--- config.mk ---
export PLATFORM = sky130hd
export DESIGN_NAME = sha256_padder_flat
export DESIGN_NICKNAME = d
export VERILOG_FILES = /design/src/rtl/sha256_padder_if.sv /design/src/rtl/sha256_padder.sv /design/src/flat_wrapper.sv
export SDC_FILE = /design/constraint.sdc
export NUM_CORES = 1
export LEC_CHECK = 0
export BUFFER_PORTS_ARGS = -buffer_cell sky130_fd_sc_hd__buf_4
export CORE_ASPECT_RATIO = 0.5
export CORE_MARGIN = 5
export CORE_UTILIZATION = 62
export DETAILED_ROUTE_END_ITERATION = 10
export PLACE_DENSITY = 0.84
export SLEW_MARGIN = 20
export SYNTH_ARGS = -nofsm -noshare
export SYNTH_HDL_FRONTEND = slang
export SYNTH_SLANG_ARGS = --single-unit
--- constraint.sdc ---
create_clock -name clk -period 5.2 [get_ports clk]
set_input_delay 1.04 -clock clk [delete_from_list [all_inputs] [get_ports clk]]
set_output_delay 1.04 -clock clk [all_outputs]
set_load 0.05 [all_outputs]
--- src/rtl/sha256_padder_if.sv ---
// Padder-facing bundle: message input stream, scheduler load port and
// block valid/ack handshake toward the compression controller.
interface sha256_padder_if;
  logic        in_valid;
  logic        in_ready;
  logic [31:0] in_data;
  logic        in_last;
  logic [1:0]  in_bytes;
  logic        core_idle;
  logic [31:0] msg_word_out;
  logic [3:0]  msg_word_addr;
  logic        msg_word_we;
  logic        block_first;
  logic        block_final;
  logic        block_valid;
  logic        block_ack;

  modport slave (
    input  in_valid, in_data, in_last, in_bytes, core_idle, block_ack,
    output in_ready, msg_word_out, msg_word_addr, msg_word_we,
           block_first, block_final, block_valid
  );

  modport master (
    output in_valid, in_data, in_last, in_bytes, core_idle, block_ack,
    input  in_ready, msg_word_out, msg_word_addr, msg_word_we,
           block_first, block_final, block_valid
  );
endinterface

--- src/rtl/sha256_padder.sv ---
// SHA-256 message padder: buffers one 512-bit block, appends 0x80/zero/length
// padding, bursts the block into the scheduler and hands it off via valid/ack.
module sha256_padder #(
  parameter int LEN_W = 64
) (
  input  logic            clk,
  input  logic            reset,
  sha256_padder_if.slave  bus
);

  typedef enum logic [2:0] {
    S_FILL, S_PAD, S_READY, S_FLUSH, S_WAIT_ACK
  } state_e;

  state_e             state_q, state_d;
  logic [3:0]         idx_q, idx_d;
  logic [LEN_W-1:0]   bitcnt_q, bitcnt_d;
  logic               first_q, first_d;
  logic               pend_q, pend_d;
  logic               extra_q, extra_d;
  logic               final_q, final_d;
  logic [15:0][31:0]  mem_q;
  logic               mem_we;
  logic [31:0]        mem_wdata;
  logic [2:0]         nbytes;
  logic [31:0]        last_word;

  // Byte count of the final word and its marker-inserted form.
  always_comb begin
    nbytes    = (bus.in_bytes == 2'd0) ? 3'd4 : {1'b0, bus.in_bytes};
    last_word = bus.in_data;
    case (bus.in_bytes)
      2'd1:    last_word = {bus.in_data[31:24], 8'h80, 16'h0};
      2'd2:    last_word = {bus.in_data[31:16], 8'h80, 8'h0};
      2'd3:    last_word = {bus.in_data[31:8], 8'h80};
      default: last_word = bus.in_data;
    endcase
  end

  always_comb begin
    state_d   = state_q;
    idx_d     = idx_q;
    bitcnt_d  = bitcnt_q;
    first_d   = first_q;
    pend_d    = pend_q;
    extra_d   = extra_q;
    final_d   = final_q;
    mem_we    = 1'b0;
    mem_wdata = 32'h0;
    case (state_q)
      S_FILL: begin
        if (bus.in_valid) begin
          mem_we = 1'b1;
          idx_d  = idx_q + 4'd1;
          if (!bus.in_last) begin
            mem_wdata = bus.in_data;
            bitcnt_d  = bitcnt_q + LEN_W'(32);
            if (idx_q == 4'd15) begin
              state_d = S_READY;
              final_d = 1'b0;
            end
          end else begin
            mem_wdata = last_word;
            bitcnt_d  = bitcnt_q + LEN_W'({nbytes, 3'b000});
            pend_d    = (nbytes == 3'd4);
            // Length needs slots 14/15 free after the marker, else an extra block.
            extra_d   = (nbytes == 3'd4) ? (idx_q >= 4'd13) : (idx_q >= 4'd14);
            final_d   = 1'b0;
            state_d   = (idx_q == 4'd15) ? S_READY : S_PAD;
          end
        end
      end
      S_PAD: begin
        mem_we = 1'b1;
        idx_d  = idx_q + 4'd1;
        if (pend_q) begin
          mem_wdata = 32'h8000_0000;
          pend_d    = 1'b0;
        end else if (!extra_q && idx_q == 4'd14) begin
          mem_wdata = bitcnt_q[LEN_W-1 -: 32];
        end else if (!extra_q && idx_q == 4'd15) begin
          mem_wdata = bitcnt_q[31:0];
        end
        if (idx_q == 4'd15) begin
          state_d = S_READY;
          final_d = !extra_q;
        end
      end
      S_READY: begin
        if (bus.core_idle) begin
          state_d = S_FLUSH;
          idx_d   = 4'd0;
        end
      end
      S_FLUSH: begin
        idx_d = idx_q + 4'd1;
        if (idx_q == 4'd15) state_d = S_WAIT_ACK;
      end
      S_WAIT_ACK: begin
        if (bus.block_ack) begin
          first_d = 1'b0;
          idx_d   = 4'd0;
          if (extra_q) begin
            extra_d = 1'b0;
            state_d = S_PAD;
          end else if (final_q) begin
            first_d  = 1'b1;
            bitcnt_d = '0;
            state_d  = S_FILL;
          end else begin
            state_d = S_FILL;
          end
        end
      end
      default: state_d = S_FILL;
    endcase
  end

  always_ff @(posedge clk) begin
    if (reset) begin
      state_q  <= S_FILL;
      idx_q    <= 4'd0;
      bitcnt_q <= '0;
      first_q  <= 1'b1;
      pend_q   <= 1'b0;
      extra_q  <= 1'b0;
      final_q  <= 1'b0;
    end else begin
      state_q  <= state_d;
      idx_q    <= idx_d;
      bitcnt_q <= bitcnt_d;
      first_q  <= first_d;
      pend_q   <= pend_d;
      extra_q  <= extra_d;
      final_q  <= final_d;
    end
  end

  // Block buffer carries no reset; contents are only read after being written.
  always_ff @(posedge clk) begin
    if (mem_we) mem_q[idx_q] <= mem_wdata;
  end

  logic flush_act, wait_act;
  assign flush_act         = (state_q == S_FLUSH) && !reset;
  assign wait_act          = (state_q == S_WAIT_ACK) && !reset;
  assign bus.in_ready      = (state_q == S_FILL) && !reset;
  assign bus.msg_word_we   = flush_act;
  assign bus.msg_word_addr = flush_act ? idx_q : 4'd0;
  assign bus.msg_word_out  = flush_act ? mem_q[idx_q] : 32'h0;
  assign bus.block_valid   = wait_act;
  assign bus.block_first   = wait_act && first_q;
  assign bus.block_final   = wait_act && final_q;

endmodule

--- src/flat_wrapper.sv ---
// flat-port wrapper written by rule: the top's interface ports become plain ports
module sha256_padder_flat 
#(
  parameter int LEN_W = 64
)
  (clk, reset, bus_in_valid, bus_in_data, bus_in_last, bus_in_bytes, bus_core_idle, bus_block_ack, bus_in_ready, bus_msg_word_out, bus_msg_word_addr, bus_msg_word_we, bus_block_first, bus_block_final, bus_block_valid);
  sha256_padder_if bus_i ();
  input  logic clk;
  input  logic reset;
  input wire logic [$bits(bus_i.in_valid)-1:0] bus_in_valid;
  input wire logic [$bits(bus_i.in_data)-1:0] bus_in_data;
  input wire logic [$bits(bus_i.in_last)-1:0] bus_in_last;
  input wire logic [$bits(bus_i.in_bytes)-1:0] bus_in_bytes;
  input wire logic [$bits(bus_i.core_idle)-1:0] bus_core_idle;
  input wire logic [$bits(bus_i.block_ack)-1:0] bus_block_ack;
  output wire logic [$bits(bus_i.in_ready)-1:0] bus_in_ready;
  output wire logic [$bits(bus_i.msg_word_out)-1:0] bus_msg_word_out;
  output wire logic [$bits(bus_i.msg_word_addr)-1:0] bus_msg_word_addr;
  output wire logic [$bits(bus_i.msg_word_we)-1:0] bus_msg_word_we;
  output wire logic [$bits(bus_i.block_first)-1:0] bus_block_first;
  output wire logic [$bits(bus_i.block_final)-1:0] bus_block_final;
  output wire logic [$bits(bus_i.block_valid)-1:0] bus_block_valid;
  assign bus_i.in_valid = bus_in_valid;
  assign bus_i.in_data = bus_in_data;
  assign bus_i.in_last = bus_in_last;
  assign bus_i.in_bytes = bus_in_bytes;
  assign bus_i.core_idle = bus_core_idle;
  assign bus_i.block_ack = bus_block_ack;
  assign bus_in_ready = bus_i.in_ready;
  assign bus_msg_word_out = bus_i.msg_word_out;
  assign bus_msg_word_addr = bus_i.msg_word_addr;
  assign bus_msg_word_we = bus_i.msg_word_we;
  assign bus_block_first = bus_i.block_first;
  assign bus_block_final = bus_i.block_final;
  assign bus_block_valid = bus_i.block_valid;
  sha256_padder #(.LEN_W(LEN_W)) u_core (.clk(clk), .reset(reset), .bus(bus_i));
endmodule
**Word level (Yosys, flattened, before mapping)**

Index checks and enable logic that the tools add are counted.

- Input port bits: 40
- Word-level logic and storage cells: 123
- Output and inout port bits: 41
- Register bits: 587

- Reductions and logical operators: 23
- Equality and inequality tests: 19
- Muxes and demuxes: 51
- Order comparisons: 4
- $add $sub $neg: 3

Operators by type and width:

| operator | number |
|---|---|
| $bwmux 512 | 1 |
| $mux 64 | 5 |
| $mux 32 | 7 |
| $bmux 32 s4 | 1 |
| $demux 32 s4 | 1 |
| $pmux 64 s2 | 1 |
| $pmux 24 s3 | 1 |
| $add 64x6->64 | 1 |
| $add 64x6->64 const B | 1 |
| $pmux 32 s2 | 1 |
| $mux 24 | 1 |
| $mux 3 | 7 |
| $mux 4 | 4 |
| $pmux 4 s4 | 1 |
| $reduce_and 4->1 | 4 |
| $pmux 3 s5 | 1 |
| $mux 1 | 14 |
| $ne 2x2->1 const B | 5 |
| $eq 4x4->1 const B | 2 |
| $ge 4x4->1 const B | 2 |
| $logic_and 1x1->1 | 8 |
| $pmux 1 s2 | 4 |
| $eq 3x2->1 const B | 2 |
| $eq 3x3->1 const B | 2 |
| 18 further kinds | 23 |

**Longest topological paths before layout**

- Depth after elaboration: 7
- Mapped depth: 10
- Mapped depth without buffers: 7

**Worst setup path before layout**

Ideal clock, no wire load.

- Path type: input port to flip-flop
- Start point: in bus_in_valid
- End point: reg u_core.mem_q[0] (netlist name) (enable)
- Required time: 4.739 ns
- Library setup time: 0.461 ns
- Path slack: 0.889 ns
- Path buffers: 0
- Cell stages on the path: 4
- Data arrival time: 3.850 ns
- Cells stage by stage: nor2_1 > nor3_1 > nand2_1 > nor3_1

- Cells in the longest elaborated chain, start to end: 2

Ends and longest elaborated chain:

| item | RTL line | source |
|---|---|---|
| from (decl) | flat_wrapper.sv:10 | `input wire logic [$bits(bus_i.in_valid)-1:0] bus_in_valid;` |
| $mux 1 | sha256_padder.sv:52 | `if (bus.in_valid) begin` |
| $pmux 1 s2 | sha256_padder.sv:50 | `case (state_q)` |
| to (signal, indexed assignment) | sha256_padder.sv:141 | `if (mem_we) mem_q[idx_q] <= mem_wdata;` |
| to (decl) | sha256_padder.sv:22 | `logic [15:0][31:0] mem_q;` |

Every way passes these cells.
A chain may end at the register's enable or synchronous reset.

**Worst setup path after layout**

- Start point: reg u_core.idx_q[1]
- End point: out bus_msg_word_out[26]

- Cells in the longest elaborated chain, start to end: 3

Ends and longest elaborated chain:

| item | RTL line | source |
|---|---|---|
| from (decl) | sha256_padder.sv:16 | `logic [3:0] idx_q, idx_d;` |
| from (signal assigned) | sha256_padder.sv:130 | `idx_q <= idx_d;` |
| $bmux 32 s4 | sha256_padder.sv:150 | `assign bus.msg_word_out = flush_act ? mem_q[idx_q] : 32'h0;` |
| $mux 32 (implied by the code) | sha256_padder.sv:150 |  |
| $mux 32 | sha256_padder.sv:150 |  |
| to (decl) | flat_wrapper.sv:17 | `output wire logic [$bits(bus_i.msg_word_out)-1:0] bus_msg_word_out;` |

Every way passes these cells. The select of a mux whose other input is x is not followed.

==> impl_metrics.yaml <==
routing:
  num_vias: 14500
  drc: 0
  ant_nets: 0
  viasPerCell: 7.24
  drt_iter0_drc: 2767
  drt_first_pass_iters: 7
  routed_wl_mm: 65.1
  wl_per_cell_um: 32.5
place:
  post-place-ws_ps: 1230
  gp_congestion: 0.888
  placed_area_um2: 25300
  placed_cells: 1912
  hpwlAfterDp_mm: 36.5
  portBuffers: 80
synth:
  synth_fp_nets: 1401
  syn_avg_cell_area_um2: 17.7
  async_flop_share_pct: 0
  synth_edf_count: 512
  synth_most_common_cell: "edfxtp_1"
  synth-seq-area-share_pct: 70.3
  yosysTopAreaCellShare_pct: 64.2
  yosysWarnings: 0
  ys_ff_latch: 584
  synthTopCellsByArea: "edfxtp_1, mux4_2, dfxtp_1"
  synth.cell_area_um2: 23900
  synth_top_area_cell: "edfxtp_1"
  syn_inst: 1352
  synth_flop_cell: "edfxtp_1"
  synth_common_cells: "edfxtp_1, mux4_2, dfxtp_1"
  synth_cell_type_count: 54
clock_tree:
  postCtsSetupRepairBufs: 0
  cts_buffers: 48
  clkLatencyLatePin_ps: 580
  cts_max_level: 2
  cts.repair.resized: 0
  cts_hold_buf: 0
  root_buffer: "clkbuf_16"
  clockBufferDepth: 3
  clock_sinks: 584
  cts.clk_slew.worst_paths_ps: 70
  cts_tree: "done"
layout:
  fin_area_um2: 26800
  final_nets: 1495
  drive_gt1_share_pct: 25.4
  n_antenna_cell: 0
  final_cells: 2005
  syn_to_final_growth_pct: 12.1
worst_setup_path:
  cp_max_fo: 74
  slowest_stage: "dfxtp_4"
  worstSetupStartpointType: "flip-flop"
  cp_cell_sequence: "buf_4 > mux4_2 > mux4_2 > and2_1 > buf_4"
  crit_required_ps: 4160
  worstSetupEndpointType: "primary output"
  worstPathArrival_ps: 3640
  crit_type: "reg -> out"
  critPathMaxStageDelay_ps: 1080
timing:
  maxSlewViolCount: 0
  rsz0062_at_grt: "no"
  worst_pin_slew_ps: 1230
  fin_ws_ps: 523
  setup_viol: 0
  hold_slack_ps: 494
  clock.fmax_ghz: 0.214
  hold_violations: 0
  skew_ps: 20.8
  period_share_pct: 89.9
  slew_headroom_pct: 17.8
  tns_ps: 0
  period_needed_ps: 4680
die:
  die_w_um: 288
  rows: 50
  die_h_um: 149
  fp.dieArea_um2: 42900
  fp.coreArea_um2: 37700
  start_util_pct: 63.4
  ios: 81
pwr:
  powerDensity_nw_per_um2: 359
  peakVddDrop_uv: 239
  p_leak_nw: 8.66
outcome:
  outcome: "complete, no violations"
hold_path:
  hold_path_class: "reg -> reg"
grt:
  overflow: 0
  antenna_found_initial: 1
  grt_usage_pct: 30.8
  grt_start_max_net_pins: 75
  grt_pass1_wl_mm: 96.1
  grt_pass1_vias: 14600
flow_run:
  cap_violations: 0
## path summary, 6_finish.rpt
path	start	endpoint	slack [ps]	cells after the start
worst max-delay path	u_core.idx_q[1]$_SDFFE_PP0P_	bus_msg_word_out[26]	520	5
worst min register to register	u_core.final_q$_SDFFE_PP0P_	u_core.final_q$_SDFFE_PP0P_	490	2
worst min-delay path	u_core.final_q$_SDFFE_PP0P_	u_core.final_q$_SDFFE_PP0P_	490	2
worst max register to register	u_core.state_q[0]$_SDFFE_PP0P_	u_core.mem_q[11]$_DFFE_PP_	1200	5
## area by class of cell
class,instances,area [µm²]
Clock buffer,58,1260
Clock inverter,31,231
Fill cell,2070,10900
Inverter,35,131
Multi-Input combinational cell,656,6770
Sequential cell,584,16800
Tap cell,520,651
Timing Repair Buffer,121,946
## routing by layer
layer	GRT usage [%]	share of wire, %	wire length [µm]
met3	7.88	13	8680
met1	42.7	35	22800
met5	0	0.014	9
met4	10.4	3.9	2510
met2	49.1	48	31000
## sequential cells by signal, summed over array words and instances (netlist names)
signal	cells
u_core.bitcnt_q	61
u_core.extra_q	1
u_core.final_q	1
u_core.first_q	1
u_core.idx_q	4
u_core.mem_q	512
u_core.pend_q	1
u_core.state_q	3
## where the power goes
part	total (mW)	internal [mW]	switching, mW
Combinational	0.783	0.370	0.413
Clock	3.58	1.88	1.69
Sequential	5.27	5.19	0.0788
Total	9.63	7.44	2.18
## cells by family (layout without fill, tap and decap cells)
logic type                 after synthesis  in the layout  share of synthesized area (%)
DFF                                    584            584                           70.3
and+or+nand+nor                        308            308                           6.94
muxes                                  166            166                           15.3
AOI/OAI and AO/OA                      148            148                           4.15
buffers and inverters                  112            245                           1.91
xor gates and xnor gates                25             25                          0.915
adders and majority gates                9              9                          0.502
## critical path, delay by kind of cell, from the launching register on
family,cells,cell delay [ps]
DFF,1,1080
buffers and inverters,2,760
and+or+nand+nor,1,190
muxes,2,950
## placed cells by master, fill, tap and decap left out, types with 7 or more instances in the layout
| cell | n |
|---|---|
| nand4_1 | 34 |
| mux4_2 | 160 |
| a21oi_1 | 47 |
| buf_4 | 114 |
| clkinv_1 | 15 |
| clkbuf_1 | 9 |
| nand3_1 | 31 |
| inv_1 | 35 |
| nor4_1 | 11 |
| clkbuf_16 | 49 |
| o21ai_0 | 33 |
| o31ai_1 | 7 |
| nor2_4 | 12 |
| nor2_1 | 44 |
| and3_1 | 18 |
| or4_1 | 10 |
| a222oi_1 | 25 |
| xor2_1 | 21 |
| dfxtp_1 | 68 |
| and2_1 | 38 |
| nand2_1 | 46 |
| nor3_1 | 16 |
| ha_1 | 8 |
| edfxtp_1 | 512 |
| o21a_1 | 9 |
| or3_1 | 20 |
## stage by stage
stage | power, mW | utilization (%)
finish | 9.63 | 71.1
floorplan | 5.87 | -
global route | 9.91 | 71.1
global placement | 6.06 | 67.1
detailed placement | 6.10 | 67.1
CTS | 9.62 | 71.0
No activity file was read; power rests on OpenSTA's default activity.
